--- src/rtl/shift_mult_ctrl.sv ---
// Sequential 8x8 unsigned shift-and-add multiplier controller.
// SKIP_ZEROS=1 visits only the set multiplier bits; SKIP_ZEROS=0 visits all eight.
module shift_mult_ctrl #(
    parameter int SKIP_ZEROS = 1
) (
    input  logic        clk,
    input  logic        rst,
    input  logic        start,
    input  logic [7:0]  a,
    input  logic [7:0]  b,
    output logic        busy,
    output logic        done,
    output logic [15:0] product,
    output logic [2:0]  shift_amt
);

    // state | meaning
    // IDLE  | waiting for start; operands captured on acceptance
    // RUN   | one multiplier bit processed per cycle
    // DONE  | one-cycle done pulse, product valid
    typedef enum logic [1:0] {
        IDLE = 2'd0,
        RUN  = 2'd1,
        DONE = 2'd2
    } state_t;

    state_t      state;
    state_t      state_nxt;
    logic [7:0]  a_reg;
    logic [7:0]  b_reg;
    logic [15:0] acc;
    logic [2:0]  idx;

    logic [2:0]  low_idx;
    logic [2:0]  k;
    logic [15:0] addend;
    logic [15:0] acc_nxt;
    logic [7:0]  b_clr;
    logic        last;

    // lowest set bit of the remaining multiplier
    always_comb begin
        low_idx = 3'd0;
        for (int i = 7; i >= 0; i--) begin
            if (b_reg[i]) begin
                low_idx = 3'(i);
            end
        end
    end

    always_comb begin
        k       = (SKIP_ZEROS != 0) ? low_idx : idx;
        addend  = b_reg[k] ? ({8'b0, a_reg} << k) : 16'd0;
        acc_nxt = acc + addend;
        b_clr   = b_reg & ~(8'b1 << k);
        last    = (SKIP_ZEROS != 0) ? (b_clr == 8'd0) : (idx == 3'd7);
    end

    always_comb begin
        state_nxt = state;
        busy      = 1'b0;
        done      = 1'b0;
        shift_amt = 3'd0;
        case (state)
            IDLE: begin
                if (start) begin
                    state_nxt = ((SKIP_ZEROS != 0) && (b == 8'd0)) ? DONE : RUN;
                end
            end
            RUN: begin
                busy      = 1'b1;
                shift_amt = k;
                if (last) begin
                    state_nxt = DONE;
                end
            end
            DONE: begin
                done      = 1'b1;
                state_nxt = IDLE;
            end
            default: state_nxt = IDLE;
        endcase
    end

    always_ff @(posedge clk) begin
        if (rst) begin
            state   <= IDLE;
            a_reg   <= 8'd0;
            b_reg   <= 8'd0;
            acc     <= 16'd0;
            idx     <= 3'd0;
            product <= 16'd0;
        end else begin
            state <= state_nxt;
            case (state)
                IDLE: begin
                    if (start) begin
                        a_reg <= a;
                        b_reg <= b;
                        acc   <= 16'd0;
                        idx   <= 3'd0;
                        // zero multiplier skips RUN, so the result is loaded here
                        if (state_nxt == DONE) begin
                            product <= 16'd0;
                        end
                    end
                end
                RUN: begin
                    acc <= acc_nxt;
                    idx <= idx + 3'd1;
                    if (SKIP_ZEROS != 0) begin
                        b_reg <= b_clr;
                    end
                    if (last) begin
                        product <= acc_nxt;
                    end
                end
                default: ;
            endcase
        end
    end

endmodule

--- config.mk ---
export PLATFORM = sky130hd
export DESIGN_NAME = shift_mult_ctrl
export DESIGN_NICKNAME = d
export VERILOG_FILES = /design/src/rtl/shift_mult_ctrl.sv
export SDC_FILE = /design/constraint.sdc
export NUM_CORES = 1
export LEC_CHECK = 0
export ABC_CLOCK_PERIOD_IN_PS = 3700
export BUFFER_PORTS_ARGS = -buffer_cell sky130_fd_sc_hd__buf_2
export CAP_MARGIN = 10
export CELL_PAD_IN_SITES_DETAIL_PLACEMENT = 1
export CELL_PAD_IN_SITES_GLOBAL_PLACEMENT = 1
export CORE_MARGIN = 2
export CORE_UTILIZATION = 39
export DETAILED_ROUTE_END_ITERATION = 8
export GPL_TIMING_DRIVEN = 0
export PLACE_DENSITY = 0.83
export SYNTH_ARGS = -nofsm -noshare
export SYNTH_HDL_FRONTEND = slang
export SYNTH_SLANG_ARGS = --single-unit
--- constraint.sdc ---
create_clock -name clk -period 3.7 [get_ports clk]
set_input_delay 0.74 -clock clk [delete_from_list [all_inputs] [get_ports clk]]
set_output_delay 0.74 -clock clk [all_outputs]
set_load 0.02 [all_outputs]
==> qor.txt, run 1 <==
Final WL: 9990 µm
# diodes: 0
Main synth FF type: dfxtp_1
Site row count: 32
Fillers: 952
Fin. Hold Viols: 0
Worst-path maximum fanout: 10
Period Utilization, post-route: 94.9%
Register clock-pin slew on the reported worst setup and hold paths: 0.10 ns
Syn avg cell area: 7.92 µm²
Max Cap Viol: 0
Non-Filler Instances: 541
Slew @ Worst Pin: 0.915 ns
Die width: 93.0 µm
Number of global-route vias before repair: 3122
Fin crit period: 3.51 ns
Max_slew headroom: 38.5%
Distinct cell type count after synthesis: 58
RePlAce Congestion: 0.884
Detailed-route via count: 3135
Fraction of registers with async set/reset: 0%
Cell Pwr Density: 358 nW/µm²
First-pass GRT wire length: 16000 µm
Yosys warnings: 0
Nets: 474
Required @ worst endpoint: 3.87 ns
Hold-fix buffers, CTS: 0
Post-DP Area: 3410 µm²
Leakage: 1.52 nW
Power Total: 1.31 mW
Cell Area, Synth: 3090 µm²
Core area: 7690 µm²
Root Buffer: clkbuf_8
DIE AREA: 8650 µm²
CP Launch Type: flop
Place WS: -0.711 ns
Final ANT Viol Nets: 0
Worst EP arrival: 3.68 ns
H-tree Lvls: 2
Post-route cell area: 3650 µm²
Clock sinks: 50
Drt first-iter violations: 129
Slew Viols, Final: 0
Top Ports: 40
Kind of critical path: reg -> reg
First-pass DRT Iterations: 4
Post-Synthesis Cells: 390
Setup Skew: 0.0103 ns
Setup slack on the worst flop-to-flop path: 0.19 ns
Synthesized Nets: 425
Final Setup Violations: 0
Routed wire per std cell: 18.5 µm
Initial Util: 40.2%
Syn-to-layout area delta: 18.1%
Largest registers: acc (16), product (16)
Share of layout cells above drive strength 1: 18.9%
Clock latency on the worst-skew pair: 0.32 ns
Longest Clk Path Bufs: 2
Placed Cells: 530
Fmax: 285 MHz
Worst setup margin: 0.190 ns
Peak VDD IR: 0.000144 V
Status: completed
Synth top area share: 32.4%
Post-synth EDFFs: 0
Hold Crit Class: reg -> reg
Post-synthesis sequential area ratio: 32.4%
DIE HEIGHT: 93.0 µm
Critical Path End Type: flop
HPWL Detailed: 7370 µm
#FFs+latches synth: 50
TritonCTS Buffers: 5
Port bufs: 38
Post-synth top area cell: dfxtp_1
Synth area leaders: dfxtp_1, a21oi_1, nand2_1
Antenna violations before repair: 0
Residual DRC count: 0
Overflow after GRT: 0
Largest net degree at the start of global routing: 14
Aggregate global-route resource usage: 23.1%
CTS tree: yes
Via-to-Cell Ratio: 5.79
metrics by stage:
stage / utilization, % / hold slack, ns / setup TNS (ns)
2_1_floorplan: - / 0.429 / 0
3_3_place_gp: 44.3 / 0.439 / -5.13
3_5_place_dp: 44.3 / 0.451 / -8.13
4_1_cts: 46.2 / 0.464 / 0
5_1_grt: 47.5 / 0.489 / -0.0171
6_report: 47.5 / 0.456 / 0
where the power goes:
group / total [mW] / internal (mW) / switching, mW
registers: 0.579 / 0.558 / 0.0215
clock network: 0.320 / 0.131 / 0.189
logic: 0.405 / 0.153 / 0.253
total: 1.31 / 0.842 / 0.464
area by class of cell:
class | instances | area (µm²) | area share, %
Clock buffer | 7 | 76.3 | 2.09
Tap cell | 102 | 128 | 3.50
Inverter | 10 | 37.5 | 1.03
Buffer | 21 | 110 | 3.02
Timing Repair Buffer | 44 | 235 | 6.44
Multi-Input combinational cell | 307 | 2060 | 56.5
Sequential cell | 50 | 1000 | 27.5
placed cells by master, fill, tap and decap left out, drive strengths merged, types with 2 or more instances in the layout:
cell type  Yosys  layout
o211ai         2       2
nand4          4       4
xnor2          8       8
o311ai         2       2
o2bb2ai        2       2
a21o           5       5
a311oi         2       2
a211oi         6       6
ha            15      15
a32oi          3       3
or3            4       4
clkbuf        16      21
mux2i         14      14
dfxtp         50      50
a22oi          7       7
or2            2       2
a22o           3       3
o31a           2       2
nor3           5       5
buf            7      51
a31oi          3       3
nor4           5       5
nand4b         2       2
o21a           2       2
xor2           2       2
a21oi         46      46
nand3         11      11
maj3           2       2
nor2          33      33
nand2         51      51
nand3b         8       8
inv            9       9
nand2b         3       3
o21bai         2       2
nor2b          3       3
o21ai         25      25
and2           7       7
o31ai          4       4
critical path, stage by stage, from the launching register on:
cell and delay (ns):
dfxtp_2 0.41, nand2b_1 0.13, a21oi_1 0.15, o31ai_4 0.30, clkbuf_4 0.27, mux2i_1 0.26, nor2_1 0.11, fa_1 0.48
a211oi_2 0.28, o21ai_2 0.15, a41oi_4 0.30, a21oi_2 0.12, xnor2_1 0.29, o31ai_2 0.11
synthesized netlist by cell type (2+ instances only):
library cell	n
o31ai_1	2
nor2b_1	3
o311ai_0	2
a22o_1	3
a21o_1	5
nand2_1	51
or2_2	2
and2_1	6
nand3_1	11
xor2_1	2
o21ai_1	6
mux2i_1	14
nor3_1	5
buf_6	3
o21ai_0	19
o31ai_2	2
buf_2	2
clkbuf_1	16
nor4_1	5
or3_1	4
a311oi_1	2
o211ai_1	2
o2bb2ai_1	2
inv_1	9
a211oi_1	6
dfxtp_1	50
o31a_1	2
a31oi_1	3
nand3b_1	8
nand2b_1	3
o21a_1	2
nor2_1	33
buf_1	2
xnor2_1	8
a22oi_1	7
a32oi_1	3
a21oi_1	46
nand4_1	4
ha_1	15
o21bai_1	2
final timing paths:
kind                      startpoint                       to  depth (start not counted)
max            b_reg[6]$_SDFFE_PP0P_     acc[12]$_SDFFE_PP0P_                         13
min          product[4]$_SDFFE_PP0P_  product[4]$_SDFFE_PP0P_                          2
max reg2reg    b_reg[6]$_SDFFE_PP0P_     acc[12]$_SDFFE_PP0P_                         13
min reg2reg  product[4]$_SDFFE_PP0P_  product[4]$_SDFFE_PP0P_                          2
cell families (layout without fill, tap and decap cells):
kind of cell / count (synthesis) / after routing / synth area share [%]
and+or+nand+nor: 140 / 140 / 22.2
AOI/OAI and AO/OA: 125 / 125 / 25.8
DFF: 50 / 50 / 32.4
buffers and inverters: 33 / 82 / 4.82
adders and majority gates: 18 / 18 / 7.41
muxes: 14 / 14 / 4.53
xor gates and xnor gates: 10 / 10 / 2.83
timing repair:
action | CTS | global route
resized for setup | 13 | 18
endpoints found under the setup margin | 22 | 15
pin swaps | 2 | 3
setup buffers | 3 | 3
metal layers:
| layer | routed length, µm | GRT usage, % |
|---|---|---|
| met2 | 4910 | 38.9 |
| met5 | 0 | 0 |
| met3 | 412 | 3.22 |
| met4 | 191 | 5.51 |
| met1 | 4480 | 31.3 |
Power figures use the tool's default switching activity.
==> inputs of run 2 (changes only) <==
--- a/config.mk
+++ b/config.mk
@@ -15,6 +15,7 @@
 export DETAILED_ROUTE_END_ITERATION = 8
 export GPL_TIMING_DRIVEN = 0
 export PLACE_DENSITY = 0.83
+export SETUP_SLACK_MARGIN = 0.4
 export SYNTH_ARGS = -nofsm -noshare
 export SYNTH_HDL_FRONTEND = slang
 export SYNTH_SLANG_ARGS = --single-unit
==> run 2 against run 1 <==
Against the previous run: via count grew 13%; fmax grew 2.2%; first-iteration DRC count grew 74%; core utilization grew 9.4 points; die area is the same; largest cell class unchanged.
==> qor.txt, run 2 (same netlist as run 1, synthesis figures left out) <==
Worst setup margin: 0.264 ns (was 0.190 ns)
Cell Pwr Density: 362 nW/µm² (was 358 nW/µm²)
Max Cap Viol: 0 (unchanged)
Setup slack on the worst flop-to-flop path: 0.26 ns (was 0.19 ns)
Residual DRC count: 0 (unchanged)
Crit Reg-Reg Endpoint: product[10]$_SDFFE_PP0P_ (was acc[12]$_SDFFE_PP0P_)
Drt first-iter violations: 224 (was 129)
Site row count: 32 (unchanged)
Worst-path maximum fanout: 6 (was 10)
Most common cell after layout, fill and taps aside: nand2_1 (unchanged)
Origin of the worst setup path: b_reg[6]$_SDFFE_PP0P_ (unchanged)
Largest net degree at the start of global routing: 16 (was 14)
First-pass GRT wire length: 16700 µm (was 16000 µm)
Longest Clk Path Bufs: 2 (unchanged)
Core area: 7690 µm² (unchanged)
Via-to-Cell Ratio: 6.26 (was 5.79)
Slew Viols, Final: 0 (unchanged)
Final ANT Viol Nets: 0 (unchanged)
First-pass DRT Iterations: 5 (was 4)
Clock sinks: 50 (unchanged)
Total negative slack: 0 ns (unchanged)
CP Launch Type: flop (unchanged)
Routed wire per std cell: 23.7 µm (was 18.5 µm)
Fillers: 919 (was 952)
Max_slew headroom: 44.8% (was 38.5%)
Reg2Reg Launch Point: b_reg[6]$_SDFFE_PP0P_ (unchanged)
Cells along the critical path: nor2_4 -> nor3_4 -> o31ai_4 -> buf_6 -> mux2i_4 -> mux2i_1 -> and2_1 -> ha_4 -> o21ai_2 -> o21ai_2 -> a41oi_4 -> buf_6 -> xnor2_1 -> nand2_1 -> o21ai_1 (was nand2b_1 -> a21oi_1 -> o31ai_4 -> clkbuf_4 -> mux2i_1 -> nor2_1 -> fa_1 -> a211oi_2 -> o21ai_2 -> a41oi_4 -> a21oi_2 -> xnor2_1 -> o31ai_2)
Die width: 93.0 µm (unchanged)
Period Utilization, post-route: 92.9% (was 94.9%)
Required @ worst endpoint: 3.94 ns (was 3.87 ns)
HPWL Detailed: 7260 µm (was 7370 µm)
Worst hold stages: 2 (unchanged)
Detailed-route via count: 3529 (was 3135)
H-tree Lvls: 2 (unchanged)
Final Setup Violations: 0 (unchanged)
Fin. Hold Viols: 0 (unchanged)
Share of layout cells above drive strength 1: 35.7% (was 18.9%)
Clock latency on the worst-skew pair: 0.32 ns (about the same)
Overflow after GRT: 0 (unchanged)
Final WL: 13400 µm (was 9990 µm)
Nets: 497 (was 474)
Register clock-pin slew on the reported worst setup and hold paths: 0.11 ns (was 0.10 ns)
Critical Path Max Stage Delay: 0.38 ns (was 0.48 ns)
Crit path to: product[10]$_SDFFE_PP0P_ (was acc[12]$_SDFFE_PP0P_)
Slowest cell on crit path: dfxtp_4 (was fa_1)
RePlAce Congestion: 0.957 (was 0.884)
Number of global-route vias before repair: 3351 (was 3122)
R2r worst-path depth: 15 (was 13)
Most frequent cells in the layout: nand2_1, dfxtp_1, buf_2 (was nand2_1, dfxtp_1, a21oi_1)
Antenna violations before repair: 0 (unchanged)
Top Ports: 40 (unchanged)
Initial Util: 40.2% (unchanged)
Worst EP arrival: 3.67 ns (was 3.68 ns)
Hold_ws: 0.460 ns (was 0.456 ns)
Status: completed (unchanged)
Slew @ Worst Pin: 0.828 ns (was 0.915 ns)
Port bufs: 38 (unchanged)
Largest registers: acc (16), product (16) (unchanged)
Critical path's top delay family: compound AO/OA/AOI/OAI gates (unchanged)
# diodes: 0 (unchanged)
Place WS: -0.357 ns (was -0.711 ns)
WP buf/inv: 2 (was 1)
DIE AREA: 8650 µm² (unchanged)
Root Buffer: clkbuf_8 (unchanged)
Fmax: 291 MHz (was 285 MHz)
Critical Path End Type: flop (unchanged)
CTS tree: yes (unchanged)
DIE HEIGHT: 93.0 µm (unchanged)
Peak VDD IR: 0.000245 V (was 0.000144 V)
TritonCTS Buffers: 5 (unchanged)
Unrepaired setup endpoints after global routing: true
Critical path depth: 15 (was 13)
Fin crit period: 3.44 ns (was 3.51 ns)
Hold Crit Class: reg -> reg (unchanged)
Syn-to-layout area delta: 41.5% (was 18.1%)
Setup Skew: 0.0146 ns (was 0.0103 ns)
Leakage: 1.65 nW (was 1.52 nW)
Aggregate global-route resource usage: 24.8% (was 23.1%)
Kind of critical path: reg -> reg (unchanged)
## run 2: cell types whose count changed in the layout (fill, tap and decap cells not counted), moves of 7 or more
cell,change
ha_1,-10
a21oi_1,-8
ha_4,+10
mux2i_1,-10
a21oi_2,+7
mux2i_4,+8
buf_4,+18
## run 2: worst register-to-register path, cell delays in order (launching register included)
cell and delay (ns):
dfxtp_4 0.38, nor2_4 0.15, nor3_4 0.06, o31ai_4 0.34, buf_6 0.20, mux2i_4 0.30, mux2i_1 0.15, and2_1 0.20
ha_4 0.31, o21ai_2 0.08, o21ai_2 0.25, a41oi_4 0.23, buf_6 0.18, xnor2_1 0.21, nand2_1 0.13, o21ai_1 0.20
## run 2: layer usage
| metal | GRT usage, % | wire (µm) | vias up |
|---|---|---|---|
| met2 | 44.4 | 6610 | 170 |
| li1 | - | - | 1565 |
| met4 | 10.8 | 698 | 0 |
| met3 | 4.03 | 733 | 55 |
| met5 | 0 | 0 | - |
| met1 | 29.0 | 5340 | 1739 |
## run 2: cell type report
| cell class | count | area, µm² | area share [%] |
|---|---|---|---|
| Clock inverter | 2 | 38.8 | 0.887 |
| Inverter | 10 | 37.5 | 0.859 |
| Sequential cell | 50 | 1010 | 23.1 |
| Tap cell | 102 | 128 | 2.92 |
| Multi-Input combinational cell | 307 | 2540 | 58.0 |
| Timing Repair Buffer | 65 | 404 | 9.24 |
| Clock buffer | 5 | 68.8 | 1.57 |
| Buffer | 23 | 150 | 3.43 |
## run 2: worst min path at each step
stage                            startpoint  slack (ns)                      end
floorplan               state[1]$_SDFF_PP0_        0.43      state[0]$_SDFF_PP0_
global placement    product[9]$_SDFFE_PP0P_        0.44  product[9]$_SDFFE_PP0P_
detailed placement  product[3]$_SDFFE_PP0P_        0.45  product[3]$_SDFFE_PP0P_
CTS                 product[3]$_SDFFE_PP0P_        0.46  product[3]$_SDFFE_PP0P_
global route        product[3]$_SDFFE_PP0P_        0.48  product[3]$_SDFFE_PP0P_
finish              product[3]$_SDFFE_PP0P_        0.46  product[3]$_SDFFE_PP0P_
## run 2: per-stage QoR
step                      util [%]  total power [mW]  area [µm²]  std cells
after floorplan                  -             0.852        3130        390
after global placement        44.9             0.940        3450        530
after detailed placement      44.9             0.954        3450        530
after CTS                     49.3              1.39        3790        549
after global routing          56.9              1.64        4370        564
final                         56.9              1.58        4370        564
## run 2: report_power, final
group	internal [mW]	total, mW	switching (mW)
sequential	0.558	0.587	0.0285
combinational	0.253	0.596	0.343
clock	0.199	0.401	0.202
## run 2: timing repair
action	4_1_cts	5_1_grt
setup endpoints to repair	24	19
gates resized for setup	36	91
setup buffers	12	15
hold buffers	0	0
pin swaps	16	30
==> inputs of run 3 (changes only) <==
--- a/config.mk
+++ b/config.mk
@@ -15,6 +15,8 @@
 export DETAILED_ROUTE_END_ITERATION = 8
 export GPL_TIMING_DRIVEN = 0
 export PLACE_DENSITY = 0.83
+export RECOVER_POWER = 50
+export REMOVE_ABC_BUFFERS = 1
 export SETUP_SLACK_MARGIN = 0.4
 export SYNTH_ARGS = -nofsm -noshare
 export SYNTH_HDL_FRONTEND = slang
==> run 3 against run 2 <==
Against the previous run: sequential share of layout area grew 2.2 points; first-iteration DRC count down 53%; via count down 9.0%; clock skew decreased by 0.00073 ns; sequential power grew 0.7%; design area down 8.4%; non-clock buffer count fell by 24; final cell count shrank 4.1%; largest cell class unchanged; largest power group is now sequential cells.
==> qor.txt, run 3 (same netlist as run 1, synthesis figures left out) <==
Sequential power share: 40.9% (was 37.0%)
First-pass DRT Iterations: 4 (was 5)
# diodes: 0 (unchanged)
Residual DRC count: 0 (unchanged)
Switching power: 0.508 mW (was 0.573 mW)
Power Total: 1.45 mW (was 1.58 mW)
Setup slack on the worst flop-to-flop path: 0.13 ns (was 0.26 ns)
Share of layout cells above drive strength 1: 28.2% (was 35.7%)
Cell Pwr Density: 361 nW/µm² (was 362 nW/µm²)
Non-Filler Instances: 541 (was 564)
Placed Cells: 510 (was 530)
Largest net degree at the start of global routing: 53 (was 16)
CP Launch Type: flop (unchanged)
Total negative slack: 0 ns (unchanged)
Critical Path Max Stage Delay: 0.38 ns (about the same)
Fmax: 280 MHz (was 291 MHz)
Slew Viols, Final: 0 (unchanged)
Setup Skew: 0.0138 ns (was 0.0146 ns)
Critical Path End Type: flop (unchanged)
Clock latency on the worst-skew pair: 0.31 ns (was 0.32 ns)
Syn-to-layout area delta: 29.6% (was 41.5%)
Fin crit period: 3.57 ns (was 3.44 ns)
Via-to-Cell Ratio: 5.94 (was 6.26)
Die width: 93.0 µm (unchanged)
Port bufs: 39 (was 38)
Hold-fix buffers, CTS: 0 (unchanged)
Combinational fraction of design power: 32.0% (was 37.6%)
Final ANT Viol Nets: 0 (unchanged)
Kind of critical path: reg -> reg (unchanged)
Routed wire per std cell: 20.5 µm (was 23.7 µm)
Final WL: 11100 µm (was 13400 µm)
Site row count: 32 (unchanged)
H-tree Lvls: 2 (unchanged)
Reg area: 1010 µm² (about the same)
HPWL Detailed: 6180 µm (was 7260 µm)
Slowest cell on crit path: dfxtp_4 (unchanged)
Worst EP arrival: 3.78 ns (was 3.67 ns)
Longest Clk Path Bufs: 2 (unchanged)
Largest registers: acc (16), product (16) (unchanged)
TritonCTS Buffers: 5 (unchanged)
Initial Util: 40.2% (unchanged)
Clock sinks: 50 (unchanged)
Core area: 7690 µm² (unchanged)
Max_slew headroom: 31.2% (was 44.8%)
Slew @ Worst Pin: 1.03 ns (was 0.828 ns)
Period Utilization, post-route: 96.4% (was 92.9%)
CTS tree: yes (unchanged)
Peak VDD IR: 0.000213 V (was 0.000245 V)
Most frequent CP cell: a21oi_2
Unrepaired setup endpoints after global routing: true (unchanged)
Register clock-pin slew on the reported worst setup and hold paths: 0.11 ns (about the same)
Drt first-iter violations: 105 (was 224)
Antenna violations before repair: 0 (unchanged)
Final Setup Violations: 0 (unchanged)
Top Ports: 40 (unchanged)
DIE HEIGHT: 93.0 µm (unchanged)
Clock power share: 27.1% (was 25.3%)
Cells along the critical path: nor2_4 -> nor3_4 -> o31ai_4 -> buf_6 -> mux2i_2 -> mux2i_1 -> a32o_1 -> ha_4 -> a21oi_2 -> o21ai_4 -> nor4_4 -> a21oi_2 -> or2_2 -> a311oi_2 (was nor2_4 -> nor3_4 -> o31ai_4 -> buf_6 -> mux2i_4 -> mux2i_1 -> and2_1 -> ha_4 -> o21ai_2 -> o21ai_2 -> a41oi_4 -> buf_6 -> xnor2_1 -> nand2_1 -> o21ai_1)
Number of global-route vias before repair: 3067 (was 3351)
DIE AREA: 8650 µm² (unchanged)
Internal power: 0.937 mW (was 1.01 mW)
Status: completed (unchanged)
Aggregate global-route resource usage: 21.1% (was 24.8%)
Sw frac: 35.2% (was 36.2%)
Most frequent cells in the layout: nand2_1, dfxtp_1, a21oi_1 (was nand2_1, dfxtp_1, buf_2)
Max Cap Viol: 0 (unchanged)
Overflow after GRT: 0 (unchanged)
Hold Crit Class: reg -> reg (unchanged)
Nets: 473 (was 497)
Fillers: 946 (was 919)
Required @ worst endpoint: 3.92 ns (was 3.94 ns)
Fin. Hold Viols: 0 (unchanged)
Detailed-route via count: 3213 (was 3529)
RePlAce Congestion: 0.830 (was 0.957)
Root Buffer: clkbuf_8 (unchanged)
Worst-path maximum fanout: 5 (was 6)
Leakage: 1.49 nW (was 1.65 nW)
Multi-input logic area: 2340 µm² (was 2540 µm²)
First-pass GRT wire length: 14900 µm (was 16700 µm)
Most common cell after layout, fill and taps aside: nand2_1 (unchanged)
-- run 3: cell count changes in the layout (fill, tap and decap cells not counted), sizes merged --
cell    delta
clkinv     -1
bufinv     -1
clkbuf     +8
buf       -29
-- run 3: metrics by stage --
step	hold WS, ns	util (%)	instance area (µm²)	setup WS [ns]
global placement	0.435	43.0	3300	-0.997
floorplan	0.423	-	2980	-0.288
global route	0.485	52.1	4000	0.0359
CTS	0.459	46.2	3550	0.274
finish	0.457	52.1	4000	0.133
detailed placement	0.445	43.2	3320	-0.363
-- run 3: power groups by stage --
stage	registers, mW	logic [mW]	clock network (mW)
3_5_place_dp	0.594	0.328	0
6_report	0.591	0.463	0.391
4_1_cts	0.584	0.353	0.387
5_1_grt	0.594	0.495	0.418
2_1_floorplan	0.589	0.229	0
3_3_place_gp	0.592	0.313	0
-- run 3: path summary, 6_finish.rpt --
kind / start / to / cells past startpoint
setup / recovery: b_reg[7]$_SDFFE_PP0P_ / acc[15]$_SDFFE_PP0P_ / 14
hold / removal: product[7]$_SDFFE_PP0P_ / product[7]$_SDFFE_PP0P_ / 2
setup reg to reg: b_reg[7]$_SDFFE_PP0P_ / acc[15]$_SDFFE_PP0P_ / 14
hold reg to reg: product[7]$_SDFFE_PP0P_ / product[7]$_SDFFE_PP0P_ / 2
-- run 3: final cells by class --
| class | instances | share of cell area [%] |
|---|---|---|
| clock buffer | 8 | 2.75 |
| inverter | 10 | 0.969 |
| sequential | 50 | 25.3 |
| tap | 102 | 3.19 |
| timing repair buffer | 64 | 9.31 |
| multi-input combinational | 307 | 58.5 |
-- run 3: routing by layer --
layer | wire (µm) | track usage, % | vias up | share of wire (%)
met5 | 0 | 0 | - | 0
met4 | 283 | 6.00 | 0 | 2.5
li1 | - | - | 1518 | -
met1 | 4730 | 28.3 | 1600 | 43
met2 | 5720 | 35.9 | 75 | 51
met3 | 371 | 2.66 | 20 | 3.3
-- run 3: critical path, delay by kind of cell (launching register included) --
kind	cells	cell delay, ns
AOI/OAI and AO/OA	6	1.34
and+or+nand+nor	4	0.75
muxes	2	0.51
DFF	1	0.38
adders and majority gates	1	0.27
buffers and inverters	1	0.21
-- run 3: timing repair --
| item | in CTS | in global routing |
|---|---|---|
| buffers inserted | 6 | 15 |
| pin swaps | 2 | 23 |
| endpoints found under the setup margin | 29 | 22 |
| resized for setup | 23 | 75 |
| hold endpoints to repair | 0 | 0 |
| gates cloned | 0 | 2 |
